===== config.mk =====
export PLATFORM = sky130hd
export DESIGN_NAME = regfile_scan_master_flat
export DESIGN_NICKNAME = d
export VERILOG_FILES = /design/src/rtl/regfile_scan_master_pkg.sv /design/src/rtl/regfile_scan_master_if.sv /design/src/rtl/regfile_scan_master_scan_dump_slot.sv /design/src/rtl/regfile_scan_master.sv /design/src/flat_wrapper.sv
export SDC_FILE = /design/constraint.sdc
export NUM_CORES = 1
export LEC_CHECK = 0
export CORE_MARGIN = 3
export CORE_UTILIZATION = 45
export DETAILED_ROUTE_END_ITERATION = 10
export PLACE_DENSITY = 0.72
export SLEW_MARGIN = 20
export SYNTH_ARGS = -nofsm -noshare
export SYNTH_HDL_FRONTEND = slang
export SYNTH_SLANG_ARGS = --single-unit

===== constraint.sdc =====
create_clock -name clk -period 5.1 [get_ports clk]
set_clock_uncertainty 0.1 [all_clocks]
set_input_delay 0.765 -clock clk [delete_from_list [all_inputs] [get_ports clk]]
set_output_delay 0.765 -clock clk [all_outputs]
set_load 0.03 [all_outputs]

===== src/rtl/regfile_scan_master_pkg.sv =====
// Shared types and defaults for the register-file scan master.
package regfile_scan_master_pkg;

  localparam int unsigned ADDR_W_DEF  = 4;
  localparam int unsigned DATA_W_DEF  = 32;
  localparam int unsigned TIMEOUT_DEF = 255;

  typedef enum logic [1:0] {
    IDLE = 2'd0,
    REQ  = 2'd1,
    WAIT = 2'd2,
    NEXT = 2'd3
  } state_t;

endpackage


===== src/rtl/regfile_scan_master_if.sv =====
// Register read-back port plus dump stream of the scan master.
interface regfile_scan_master_if
  import regfile_scan_master_pkg::*;
#(
  parameter int unsigned ADDR_W = ADDR_W_DEF,
  parameter int unsigned DATA_W = DATA_W_DEF
);

  logic              io_read_addr_valid;
  logic              io_read_addr_ready;
  logic [ADDR_W-1:0] io_read_addr_bits;
  logic              io_read_data_valid;
  logic              io_read_data_ready;
  logic [DATA_W-1:0] io_read_data_bits;
  logic              dump_valid;
  logic              dump_ready;
  logic [ADDR_W-1:0] dump_addr;
  logic [DATA_W-1:0] dump_data;

  modport master (
    output io_read_addr_valid, io_read_addr_bits, io_read_data_ready,
    output dump_valid, dump_addr, dump_data,
    input  io_read_addr_ready, io_read_data_valid, io_read_data_bits,
    input  dump_ready
  );

  modport slave (
    input  io_read_addr_valid, io_read_addr_bits, io_read_data_ready,
    input  dump_valid, dump_addr, dump_data,
    output io_read_addr_ready, io_read_data_valid, io_read_data_bits,
    output dump_ready
  );

endinterface


===== src/rtl/regfile_scan_master_scan_dump_slot.sv =====
// Single-entry valid/ready holding register; a load wins over a same-cycle drain.
module scan_dump_slot #(
  parameter int unsigned ADDR_W = 4,
  parameter int unsigned DATA_W = 32
) (
  input  logic              clk,
  input  logic              rst_n,
  input  logic              i_load,
  input  logic [ADDR_W-1:0] i_addr,
  input  logic [DATA_W-1:0] i_data,
  input  logic              i_ready,
  output logic              o_valid,
  output logic [ADDR_W-1:0] o_addr,
  output logic [DATA_W-1:0] o_data
);

  logic              r_valid;
  logic [ADDR_W-1:0] r_addr;
  logic [DATA_W-1:0] r_data;

  always_ff @(posedge clk or negedge rst_n) begin
    if (!rst_n) begin
      r_valid <= 1'b0;
      r_addr  <= '0;
      r_data  <= '0;
    end else if (i_load) begin
      r_valid <= 1'b1;
      r_addr  <= i_addr;
      r_data  <= i_data;
    end else if (r_valid && i_ready) begin
      r_valid <= 1'b0;
    end
  end

  assign o_valid = r_valid;
  assign o_addr  = r_addr;
  assign o_data  = r_data;

endmodule


===== src/rtl/regfile_scan_master.sv =====
// Sweeps register addresses first..last, forwards each word to the dump slot,
// accumulates a checksum and flags a per-read timeout.
module regfile_scan_master
  import regfile_scan_master_pkg::*;
#(
  parameter int unsigned ADDR_W  = ADDR_W_DEF,
  parameter int unsigned DATA_W  = DATA_W_DEF,
  parameter int unsigned TIMEOUT = TIMEOUT_DEF
) (
  input  logic                         clk,
  input  logic                         reset,
  input  logic                         start,
  input  logic [ADDR_W-1:0]            first_addr,
  input  logic [ADDR_W-1:0]            last_addr,
  regfile_scan_master_if.master        bus,
  output logic                         busy,
  output logic                         done,
  output logic                         error,
  output logic [DATA_W-1:0]            checksum
);

  localparam logic [7:0] TIMEOUT_C = 8'(TIMEOUT);

  state_t            r_state;
  logic [ADDR_W-1:0] r_cur_addr;
  logic [ADDR_W-1:0] r_end_addr;
  logic [7:0]        r_timer;
  logic              r_busy;
  logic              r_done;
  logic              r_error;
  logic [DATA_W-1:0] r_checksum;

  logic              w_slot_free;
  logic              w_addr_valid;
  logic              w_data_ready;
  logic              w_addr_fire;
  logic              w_data_fire;
  logic              w_capture;
  logic              w_dump_valid;
  logic [ADDR_W-1:0] w_dump_addr;
  logic [DATA_W-1:0] w_dump_data;

  // A new request is only offered when its word is guaranteed a slot.
  assign w_slot_free  = !w_dump_valid || bus.dump_ready;
  assign w_addr_valid = (r_state == REQ) && w_slot_free;
  assign w_data_ready = (r_state == REQ) || (r_state == WAIT);
  assign w_addr_fire  = w_addr_valid && bus.io_read_addr_ready;
  assign w_data_fire  = w_data_ready && bus.io_read_data_valid;
  assign w_capture    = ((r_state == REQ) && w_addr_fire && w_data_fire) ||
                        ((r_state == WAIT) && w_data_fire);

  always_ff @(posedge clk or negedge reset) begin
    if (!reset) begin
      r_state    <= IDLE;
      r_cur_addr <= '0;
      r_end_addr <= '0;
      r_timer    <= '0;
      r_busy     <= 1'b0;
      r_done     <= 1'b0;
      r_error    <= 1'b0;
      r_checksum <= '0;
    end else begin
      r_done <= 1'b0;
      if (w_capture) begin
        r_checksum <= r_checksum + bus.io_read_data_bits;
      end
      case (r_state)
        IDLE: begin
          // r_done high means this is the done cycle; start is ignored there.
          if (start && !r_done) begin
            r_cur_addr <= first_addr;
            r_end_addr <= last_addr;
            r_checksum <= '0;
            r_error    <= 1'b0;
            r_busy     <= 1'b1;
            r_state    <= REQ;
          end
        end
        REQ: begin
          if (w_addr_fire) begin
            if (w_data_fire) begin
              r_state <= NEXT;
            end else begin
              r_timer <= '0;
              r_state <= WAIT;
            end
          end
        end
        WAIT: begin
          if (w_data_fire) begin
            r_state <= NEXT;
          end else if (r_timer == TIMEOUT_C) begin
            r_error <= 1'b1;
            r_done  <= 1'b1;
            r_busy  <= 1'b0;
            r_state <= IDLE;
          end else begin
            r_timer <= r_timer + 8'd1;
          end
        end
        NEXT: begin
          if (r_cur_addr == r_end_addr) begin
            r_done  <= 1'b1;
            r_busy  <= 1'b0;
            r_state <= IDLE;
          end else begin
            r_cur_addr <= r_cur_addr + 1'b1;
            r_state    <= REQ;
          end
        end
        default: r_state <= IDLE;
      endcase
    end
  end

  scan_dump_slot #(
    .ADDR_W (ADDR_W),
    .DATA_W (DATA_W)
  ) u_dump_slot (
    .clk     (clk),
    .rst_n   (reset),
    .i_load  (w_capture),
    .i_addr  (r_cur_addr),
    .i_data  (bus.io_read_data_bits),
    .i_ready (bus.dump_ready),
    .o_valid (w_dump_valid),
    .o_addr  (w_dump_addr),
    .o_data  (w_dump_data)
  );

  assign bus.io_read_addr_valid = w_addr_valid;
  assign bus.io_read_addr_bits  = r_cur_addr;
  assign bus.io_read_data_ready = w_data_ready;
  assign bus.dump_valid         = w_dump_valid;
  assign bus.dump_addr          = w_dump_addr;
  assign bus.dump_data          = w_dump_data;

  assign busy     = r_busy;
  assign done     = r_done;
  assign error    = r_error;
  assign checksum = r_checksum;

endmodule


===== src/flat_wrapper.sv =====
// flat-port wrapper written by rule: the top's interface ports become plain ports
module regfile_scan_master_flat import regfile_scan_master_pkg::*;
#(
  parameter int unsigned ADDR_W  = ADDR_W_DEF,
  parameter int unsigned DATA_W  = DATA_W_DEF,
  parameter int unsigned TIMEOUT = TIMEOUT_DEF
)
  (clk, reset, start, first_addr, last_addr, busy, done, error, checksum, bus_io_read_addr_valid, bus_io_read_addr_bits, bus_io_read_data_ready, bus_dump_valid, bus_dump_addr, bus_dump_data, bus_io_read_addr_ready, bus_io_read_data_valid, bus_io_read_data_bits, bus_dump_ready);
  regfile_scan_master_if #(.ADDR_W(ADDR_W), .DATA_W(DATA_W)) bus_i ();
  input  logic clk;
  input  logic reset;
  input  logic start;
  input  logic [ADDR_W-1:0] first_addr;
  input  logic [ADDR_W-1:0] last_addr;
  output logic busy;
  output logic done;
  output logic error;
  output logic [DATA_W-1:0] checksum;
  output wire logic [$bits(bus_i.io_read_addr_valid)-1:0] bus_io_read_addr_valid;
  output wire logic [$bits(bus_i.io_read_addr_bits)-1:0] bus_io_read_addr_bits;
  output wire logic [$bits(bus_i.io_read_data_ready)-1:0] bus_io_read_data_ready;
  output wire logic [$bits(bus_i.dump_valid)-1:0] bus_dump_valid;
  output wire logic [$bits(bus_i.dump_addr)-1:0] bus_dump_addr;
  output wire logic [$bits(bus_i.dump_data)-1:0] bus_dump_data;
  input wire logic [$bits(bus_i.io_read_addr_ready)-1:0] bus_io_read_addr_ready;
  input wire logic [$bits(bus_i.io_read_data_valid)-1:0] bus_io_read_data_valid;
  input wire logic [$bits(bus_i.io_read_data_bits)-1:0] bus_io_read_data_bits;
  input wire logic [$bits(bus_i.dump_ready)-1:0] bus_dump_ready;
  assign bus_io_read_addr_valid = bus_i.io_read_addr_valid;
  assign bus_io_read_addr_bits = bus_i.io_read_addr_bits;
  assign bus_io_read_data_ready = bus_i.io_read_data_ready;
  assign bus_dump_valid = bus_i.dump_valid;
  assign bus_dump_addr = bus_i.dump_addr;
  assign bus_dump_data = bus_i.dump_data;
  assign bus_i.io_read_addr_ready = bus_io_read_addr_ready;
  assign bus_i.io_read_data_valid = bus_io_read_data_valid;
  assign bus_i.io_read_data_bits = bus_io_read_data_bits;
  assign bus_i.dump_ready = bus_dump_ready;
  regfile_scan_master #(.ADDR_W(ADDR_W), .DATA_W(DATA_W), .TIMEOUT(TIMEOUT)) u_core (.clk(clk), .reset(reset), .start(start), .first_addr(first_addr), .last_addr(last_addr), .bus(bus_i), .busy(busy), .done(done), .error(error), .checksum(checksum));
endmodule

== After elaboration in Yosys (flattened, before gate mapping) ==
Index checks and enable logic that the tools add are counted.

* Memory bits (writable): 0
* Register bits after elaboration: 90
* Memories kept: 0
* ROM bits: 0
* Bits of input ports: 46
* Word-level logic and storage cells: 86
* Bits in latches: 0

* Multipliers: 0
* Reductions and logical operators: 25
* Add/sub/neg operators: 3
* Bitwise gates (word level): 0
* Shift-type cells: 0
* Equal/unequal tests: 14
* Muxes and demuxes: 33
* Divide/modulo/power cells: 0
* $lt $le $gt $ge: 0

{| class="wikitable"
|+ Operator list
! cell !! count
|-
| 2-to-1 mux 32 bit || 3
|-
| adder 32 bit || 1
|-
| 2-to-1 mux 8 bit || 4
|-
| case mux 8 bit (2 select lines) || 1
|-
| 2-to-1 mux 1 bit || 14
|-
| inequality test 2 bit (second input constant) || 5
|-
| AND reduction 5 bit || 2
|-
| adder 8 x 1 -> 8 bit (second input constant) || 1
|-
| == test 8 bit (second input constant) || 1
|-
| logical AND 1 bit || 8
|-
| 2-to-1 mux 2 bit || 4
|-
| 2-to-1 mux 4 bit || 2
|-
| case mux 2 bit (4 select lines) || 1
|-
| case mux 4 bit (2 select lines) || 1
|-
| nonzero test 2 bit || 4
|-
| inequality test 2 x 1 -> 1 bit (second input constant) || 3
|-
| AND reduction 3 bit || 2
|-
| adder 4 x 1 -> 4 bit (second input constant) || 1
|-
| == test 2 bit (second input constant) || 2
|-
| == test 4 bit || 1
|-
| case mux 1 bit (2 select lines) || 2
|-
| AND reduction 4 bit || 1
|-
| logical OR 1 bit || 3
|-
| inequality test 3 x 2 -> 1 bit (second input constant) || 1
|-
| other kinds (6) || 7
|}

== Logic depth before layout (Yosys ltp) ==
Gate-level depths: netlist (run 1).

* Depth in word-level cells: 10
* Depth in mapped cells: 10
* Gate-level depth less buffers: 10

== Cells and area by module ==
Synthesis (run 1) repeated with hierarchy kept, for this count alone.

* Cells, all modules: 604
* Area, all modules: 5741.8 um^2

{| class="wikitable"
|+ By module, submodules not included
! module !! instances !! cells each !! seq. area each (um^2) !! area an instance (um^2)
|-
| regfile_scan_master || 1 || 525 || 1326.3 || 4219.0
|-
| scan_dump_slot || 1 || 79 || 925.9 || 1522.7
|}

== Worst setup path after synthesis (run 1) ==
No wires, ideal clock.

* Path type: in2reg
* From: in bus_io_read_data_bits[0]
* To: reg u_core.r_checksum[28] (netlist: u_core.checksum[28])
* Buffers on the path: 0
* Stages on the path: 10
* Required time: 4.863 ns
* Data arrival time: 2.810 ns
* Path slack: 2.054 ns
* Path through: ha_1 -> fa_1 -> a21o_1 -> a221oi_2 -> o21a_2 -> o21ai_1 -> a21o_1 -> a41oi_2 -> mux2i_1 -> a31oi_1

* Word-level cells in the longest chain between the ends: 4

{| class="wikitable"
|+ RTL lines
! what !! line !! RTL
|-
| start: declaration || flat_wrapper.sv:27 || <nowiki>input wire logic [$bits(bus_i.io_read_data_bits)-1:0] bus_io_read_data_bits;</nowiki>
|-
| adder 32 bit (*) || regfile_scan_master.sv:65 || <nowiki>r_checksum <= r_checksum + bus.io_read_data_bits;</nowiki>
|-
| 2-to-1 mux 32 bit (*) || regfile_scan_master.sv:64 || <nowiki>if (w_capture) begin</nowiki>
|-
| 2-to-1 mux 32 bit || regfile_scan_master.sv:70 || <nowiki>if (start && !r_done) begin</nowiki>
|-
| 2-to-1 mux 32 bit (*) || regfile_scan_master.sv:67 || <nowiki>case (r_state)</nowiki>
|-
| end signal: assignment || regfile_scan_master.sv:65 ||
|-
| end: declaration || regfile_scan_master.sv:31 || <nowiki>logic [DATA_W-1:0] r_checksum;</nowiki>
|}

Every way passes the cells marked *; elsewhere a longest branch is shown, timed or not.
A chain may end at the register's enable or synchronous reset.

== Worst setup path in the final report (run 1) ==
Same ends and word-level chain as after synthesis.

==> summary.md, run 1 <==
| Metric | Value |
|---|---|
| Deepest clock path buffer count | `2` |
| Leakage | `3.39 nW` |
| Reg2reg path depth | `7` |
| Global-route wire length before repair | `25600 um` |
| Synth Flop Type | `dfrtp_1` |
| Maximum fanout along the worst path | `5` |
| Vias per cell | `5.54` |
| Vias in the first global route | `5293` |
| ANT cells | `0` |
| Cell Rows | `40` |
| Fin cells | `957` |
| Cell taking the most area after synthesis | `dfrtp_1` |
| Post-CTS setup buffer count | `0` |
| Tmin final | `3490 ps` |
| Final instance area | `7260 um2` |
| Maximum number of pins on one net before global-route repair | `52` |
| Critical Path End Type | `register` |
| FF+latch area | `2250 um2` |
| Max Slew Vio Count | `0` |
| Yosys reg bits | `90` |
| Most numerous cell in the Yosys netlist | `nand2_1` |
| Final Hold Fails | `0` |
| Area added between synthesis and finish | `28.6%` |
| Synth Net Count | `760` |
| R2R Setup Slk | `2030 ps` |
| Filler cells | `1105` |
| Maximum VDD drop | `0.341 mV` |
| Worst-Margin Slew | `990 ps` |
| Synth Area per Inst | `8.36 um2` |
| Number of synthesized flops with an enable pin | `0` |
| Synth top area cells | `dfrtp_1, nand2_1, ha_1` |
| Gr usage total | `0.221` |
| Die area | `13900 um2` |
| Dpl cell area | `6970 um2` |
| Warnings, synthesis | `0` |
| # Max-Cap Violations | `0` |
| RSZ-0062 raised after global routing | `no` |
| Die height | `118 um` |
| Initial antenna violation count | `0` |
| Drc violations | `0` |
| Resized cells post-CTS | `0` |
| Critical path arrival | `3580 ps` |
| Starting Density | `0.464` |
| Setup crit start kind | `input port` |
| Worst-path clk slew | `70 ps` |
| Post-route ant nets | `0` |
| DR vias | `5298` |
| Comb power frac | `0.600` |
| Critical path class | `input port to register` |
| Power per standard cell area | `653 nW/um2` |
| Internal power | `2.50 mW` |
| Slew headroom | `0.338` |
| Top post-synthesis cells by count | `nand2_1, dfrtp_1, a21oi_1, ha_1, o21ai_0` |
| Status | `finished, final reports clean` |
| Netlist cell types | `59` |
| CTS tree | `yes` |
| Clock root cell | `clkbuf_16` |
| Layout cell share with drive strength beyond 1 | `0.0482` |
| I/O pin count | `124` |
| Mapped Cells | `675` |
| Sw frac | `0.473` |
| Worst endpoint required time | `5190 ps` |
| # H-tree levels | `3` |
| Area share of the largest cell type after synthesis | `0.399` |
| Part of the power in registers | `0.262` |
| Horiz. Die Dim | `118 um` |
| Clock power share | `0.137` |
| Final setup vio count | `0` |
| Routed wire length | `15000 um` |
| Seq/Total Area, Yosys | `0.399` |
| Core ar. | `12200 um2` |
| Hold Crit Class | `input port to async pin` |
| Worst skew pair latency | `350 ps` |
| Initial DRC count | `297` |
| Num CTS Buffers | `9` |
| HPWL Detailed | `10900 um` |
| GRT Residual Overflow | `0` |
| Nets | `869` |
| Switch Pwr | `2.24 mW` |
| DRT Pass-1 Iters | `5` |
| Routed WL per cell | `15.7 um` |
| Hold buffers post-CTS | `0` |
| Ratio of final minimum period to clock period | `0.684` |
| Area of the multi-input gates | `3190 um2` |
| Total clock sinks | `90` |
| Area of the mapped netlist | `5650 um2` |
| GPL Wtd Cong | `0.947` |
| Async SR Flop Fraction | `1.00` |
| Number of I/O port buffers | `123` |
| Achievable Freq | `287 MHz` |
| Fin Setup TNS | `0 ps` |
| Placed cell count | `941` |
-- layout make-up --
cell class / count / area share
Sequential cell: 90 / 0.310
Clock buffer: 10 / 0.0329
Clock inverter: 6 / 0.00672
Multi-Input combinational cell: 540 / 0.439
Tap cell: 168 / 0.0290
Timing Repair Buffer: 127 / 0.173
Inverter: 16 / 0.00827
-- per-stage QoR --
stage | hold slack (ps) | setup WS [ps] | util | power, mW
after floorplan | 363 | 2050 | - | 3.15
after global placement | 357 | 1380 | 0.573 | 4.02
after detailed placement | 361 | 1270 | 0.573 | 4.09
after CTS | 324 | 1640 | 0.597 | 4.76
after global routing | 336 | 1450 | 0.597 | 5.10
final | 298 | 1610 | 0.597 | 4.74
-- layout by cell type, fill, tap and decap left out, drive strengths merged, types with 2 or more instances in the layout --
| master | count |
|---|---|
| dfrtp | 90 |
| and3 | 14 |
| nand4b | 2 |
| inv | 19 |
| a41oi | 2 |
| a22o | 5 |
| a221oi | 2 |
| o21ai | 37 |
| a311oi | 3 |
| nor2b | 4 |
| clkbuf | 10 |
| xor2 | 13 |
| a31oi | 15 |
| mux2i | 4 |
| nor4 | 2 |
| nand2b | 8 |
| xnor2 | 14 |
| nand2 | 196 |
| and2 | 8 |
| buf | 5 |
| nor3 | 8 |
| clkdlybuf4s50 | 122 |
| a41o | 2 |
| nand3 | 19 |
| a211oi | 9 |
| nand4 | 6 |
| ha | 38 |
| a21oi | 62 |
| a21o | 19 |
| nor2 | 22 |
| o21bai | 3 |
| o22ai | 2 |
| o21a | 4 |
| clkinvlp | 3 |
-- cells by family (layout without fill, tap and decap cells) --
family,count (synthesis),after routing,share of synthesized area
buffers and inverters,45,159,0.0379
AO/OA/AOI/OAI,176,176,0.199
XOR/XNOR,27,27,0.0419
flip-flops,90,90,0.399
AND/OR/NAND/NOR,294,294,0.227
adder cells (fa/ha/maj),39,39,0.0878
multiplexers,4,4,0.00709
-- path summary, 6_finish.rpt --
path,startpoint,to
setup / recovery,bus_io_read_data_bits[0],u_core.checksum[28]$_DFF_PN0_
hold / removal,reset,u_core.u_dump_slot.o_data[28]$_DFFE_PN0N_
setup reg to reg,u_core.r_state[0]$_DFFE_PN0P_,u_core.checksum[29]$_DFF_PN0_
hold reg to reg,u_core.u_dump_slot.o_data[20]$_DFFE_PN0N_,u_core.u_dump_slot.o_data[20]$_DFFE_PN0N_
max in group asynchronous,reset,u_core.checksum[29]$_DFF_PN0_
min in group clk,u_core.u_dump_slot.o_data[20]$_DFFE_PN0N_,u_core.u_dump_slot.o_data[20]$_DFFE_PN0N_
-- worst max-delay path: stages --
cell and delay (ps):
clkdlybuf4s50_1 460, ha_1 260, fa_1 430, a21o_1 210, a221oi_2 340, o21a_2 260, o21ai_1 120, a21o_1 240
a41oi_2 210, mux2i_1 200, a31oi_1 100
-- metal layers --
| metal | GRT usage | vias to the layer above | wire, um |
|---|---|---|---|
| li1 | - | 2578 | - |
| met1 | 0.283 | 2567 | 6670 |
| met2 | 0.374 | 131 | 7450 |
| met3 | 0.0408 | 22 | 651 |
| met4 | 0.0784 | 0 | 273 |
| met5 | 0 | - | 0 |
-- power groups by stage --
| stage | Sequential (mW) | Clock, mW | Combinational [mW] |
|---|---|---|---|
| after CTS | 1.25 | 0.663 | 2.86 |
| after global routing | 1.29 | 0.696 | 3.12 |
| after detailed placement | 1.25 | 0 | 2.84 |
| after floorplan | 1.71 | 0 | 1.44 |
| final | 1.24 | 0.651 | 2.85 |
| after global placement | 1.24 | 0 | 2.78 |
-- state kept, by name, indices dropped and copies added (netlist names) --
signal	count
u_core.r_end_addr	4
u_core.u_dump_slot.o_data	32
u_core.r_state	2
u_core.error	1
u_core.u_dump_slot.o_valid	1
u_core.done	1
u_core.u_dump_slot.o_addr	4
u_core.busy	1
u_core.checksum	32
u_core.r_timer	8
u_core.bus.io_read_addr_bits	4
Power figures use the tool's default switching activity.
==> run 2, diff against run 1 <==
Clock period 5.1 ns to 3.6 ns, I/O delays scaled along.
==> run 2 against run 1 <==
Core utilization grew 0.27 points. Sequential share of layout area shrank 0.14 points. Flip-flop and latch count did not move. Worst hold slack worse by 180 ps. First-iteration DRC count rose by 13%. Setup slack worse by 1200 ps. Non-clock buffer count up 3. Critical path depth is the same. Total power rose by 42%. Sequential power is 42% higher. Global-route usage is 0.18 points lower. Final area grew 0.45%.
==> summary.md, run 2 (synthesis results as in run 1) <==
| Metric | Value |
|---|---|
| Filler cells | `1088 (was 1105)` |
| CP peak stage delay | `430 ps (was 460 ps)` |
| Global-route wire length before repair | `25600 um (about the same)` |
| Dpl cell area | `7010 um2 (was 6970 um2)` |
| Util after Layout | `0.599 (was 0.597)` |
| Setup crit start kind | `input port (unchanged)` |
| GRT busiest layer | `met2 (unchanged)` |
| Final setup vio count | `0 (unchanged)` |
| Initial DRC count | `337 (was 297)` |
| Final instance area | `7290 um2 (was 7260 um2)` |
| Deepest clock path buffer count | `2 (unchanged)` |
| Worst-Margin Slew | `920 ps (was 990 ps)` |
| Resized cells post-CTS | `0 (unchanged)` |
| GRT Residual Overflow | `0 (unchanged)` |
| RSZ-0062 raised after global routing | `no (unchanged)` |
| Worst skew pair latency | `340 ps (was 350 ps)` |
| HPWL Detailed | `10800 um (was 10900 um)` |
| Ratio of final minimum period to clock period | `0.873` |
| Worst endpoint required time | `3690 ps (was 5190 ps)` |
| Horiz. Die Dim | `118 um (unchanged)` |
| Met1 GRT Util | `0.278 (was 0.283)` |
| Drc violations | `0 (unchanged)` |
| Nets | `872 (was 869)` |
| Initial antenna violation count | `0 (unchanged)` |
| Clock root cell | `clkbuf_16 (unchanged)` |
| Critical Path End Type | `register (unchanged)` |
| Area added between synthesis and finish | `29.1% (was 28.6%)` |
| I/O pin count | `124 (unchanged)` |
| Number of I/O port buffers | `123 (unchanged)` |
| Routed wire length | `15000 um (about the same)` |
| CTS tree | `yes (unchanged)` |
| Area of the multi-input gates | `3190 um2 (unchanged)` |
| Layout cell share with drive strength beyond 1 | `0.0493 (was 0.0482)` |
| CP dominant cell by count | `a21o_1 (unchanged)` |
| Gr usage total | `0.219 (was 0.221)` |
| Critical path arrival | `3230 ps (was 3580 ps)` |
| Achievable Freq | `318 MHz` |
| Maximum fanout along the worst path | `5 (unchanged)` |
| FF+latch area | `2250 um2 (unchanged)` |
| Status | `finished, final reports clean (unchanged)` |
| Starting Density | `0.464 (unchanged)` |
| Critical path class | `input port to register (unchanged)` |
| Maximum VDD drop | `0.443 mV (was 0.341 mV)` |
| Vias per cell | `5.53 (was 5.54)` |
| GPL Wtd Cong | `0.885 (was 0.947)` |
| Maximum number of pins on one net before global-route repair | `47 (was 52)` |
| Total clock sinks | `90 (unchanged)` |
| Tot Pwr | `6.74 mW (was 4.74 mW)` |
| Final Hold Fails | `0 (unchanged)` |
| Hold buffers post-CTS | `0 (unchanged)` |
| Met2 GRT Util | `0.369 (was 0.374)` |
| Post-route ant nets | `0 (unchanged)` |
| # H-tree levels | `3 (unchanged)` |
| DRT Pass-1 Iters | `4 (was 5)` |
| Cell Rows | `40 (unchanged)` |
| Fin cells | `959 (was 957)` |
| Power per standard cell area | `925 nW/um2 (was 653 nW/um2)` |
| Routed WL per cell | `15.6 um (was 15.7 um)` |
| Hold Crit Class | `input port to async pin (unchanged)` |
| Vias in the first global route | `5297 (was 5293)` |
| M3 GR Usage | `0.0432 (was 0.0408)` |
| Post-CTS setup buffer count | `0 (unchanged)` |
| Slowest cell on crit path | `clkdlybuf4s50_1 (unchanged)` |
| DR vias | `5302 (was 5298)` |
| ANT cells | `0 (unchanged)` |
| Num CTS Buffers | `9 (unchanged)` |
| Most frequent cells in the layout | `nand2_1, clkdlybuf4s50_1, dfrtp_1 (unchanged)` |
| Worst-path clk slew | `60 ps (was 70 ps)` |
| Die area | `13900 um2 (unchanged)` |
| Die height | `118 um (unchanged)` |
| Slew headroom | `0.383 (was 0.338)` |
| Tmin final | `3140 ps` |
| Leakage | `3.41 nW (was 3.39 nW)` |
| CP Cell Sequence | `clkdlybuf4s50_1 > ha_1 > fa_1 > a21o_1 > a221oi_2 > o21a_2 > o21ai_1 > a21o_1 > a41oi_2 > mux2i_1 > a31oi_1 (unchanged)` |
| # Max-Cap Violations | `0 (unchanged)` |
| Most common cell after layout, fill and taps aside | `nand2_1 (unchanged)` |
| Placed cell count | `944 (was 941)` |
| Max Slew Vio Count | `0 (unchanged)` |
| Fin Setup TNS | `0 ps (unchanged)` |
| Core ar. | `12200 um2 (unchanged)` |
[run 2: layout make-up]
type                       count  share of cell area
tap                          168              0.0288
clock inverter                 5             0.00772
multi-input combinational    540               0.437
timing repair buffer         130               0.177
sequential                    90               0.309
inverter                      16             0.00824
clock buffer                  10              0.0314
[run 2: per-stage QoR]
| step | hold slack (ps) | setup slack [ps] |
|---|---|---|
| final | 114 | 456 |
| after global routing | 152 | 288 |
| after CTS | 134 | 496 |
| after detailed placement | 361 | 149 |
| after global placement | 357 | 197 |
| after floorplan | 144 | 779 |
[run 2: final timing paths]
check / depth (start not counted) / from / slack (ps) / end
worst max-delay path: 11 / bus_io_read_data_bits[0] / 460 / u_core.checksum[28]$_DFF_PN0_
worst max register to register: 10 / u_core.checksum[0]$_DFF_PN0_ / 700 / u_core.checksum[28]$_DFF_PN0_
max in group asynchronous: 2 / reset / 2620 / u_core.u_dump_slot.o_data[28]$_DFFE_PN0N_
min in group clk: 2 / u_core.u_dump_slot.o_data[21]$_DFFE_PN0N_ / 370 / u_core.u_dump_slot.o_data[21]$_DFFE_PN0N_
worst min-delay path: 1 / reset / 110 / u_core.u_dump_slot.o_data[27]$_DFFE_PN0N_
worst min register to register: 2 / u_core.u_dump_slot.o_data[21]$_DFFE_PN0N_ / 370 / u_core.u_dump_slot.o_data[21]$_DFFE_PN0N_
[run 2: power breakdown]
| part | total (mW) | switching, mW | internal, mW |
|---|---|---|---|
| Clock | 0.924 | 0.391 | 0.533 |
| Combinational | 4.06 | 2.43 | 1.63 |
| Sequential | 1.76 | 0.322 | 1.44 |
[run 2: per-layer routing]
metal	routed length, um	vias to the layer above
met5	0	-
met2	7330	140
met3	720	24
li1	-	2586
met4	272	0
met1	6640	2552
[run 2: critical path, delay by kind of cell]
kind / cells / cell delay [ps]
buffers and inverters: 1 / 430
adder cells (fa/ha/maj): 2 / 660
multiplexers: 1 / 210
AO/OA/AOI/OAI: 7 / 1390
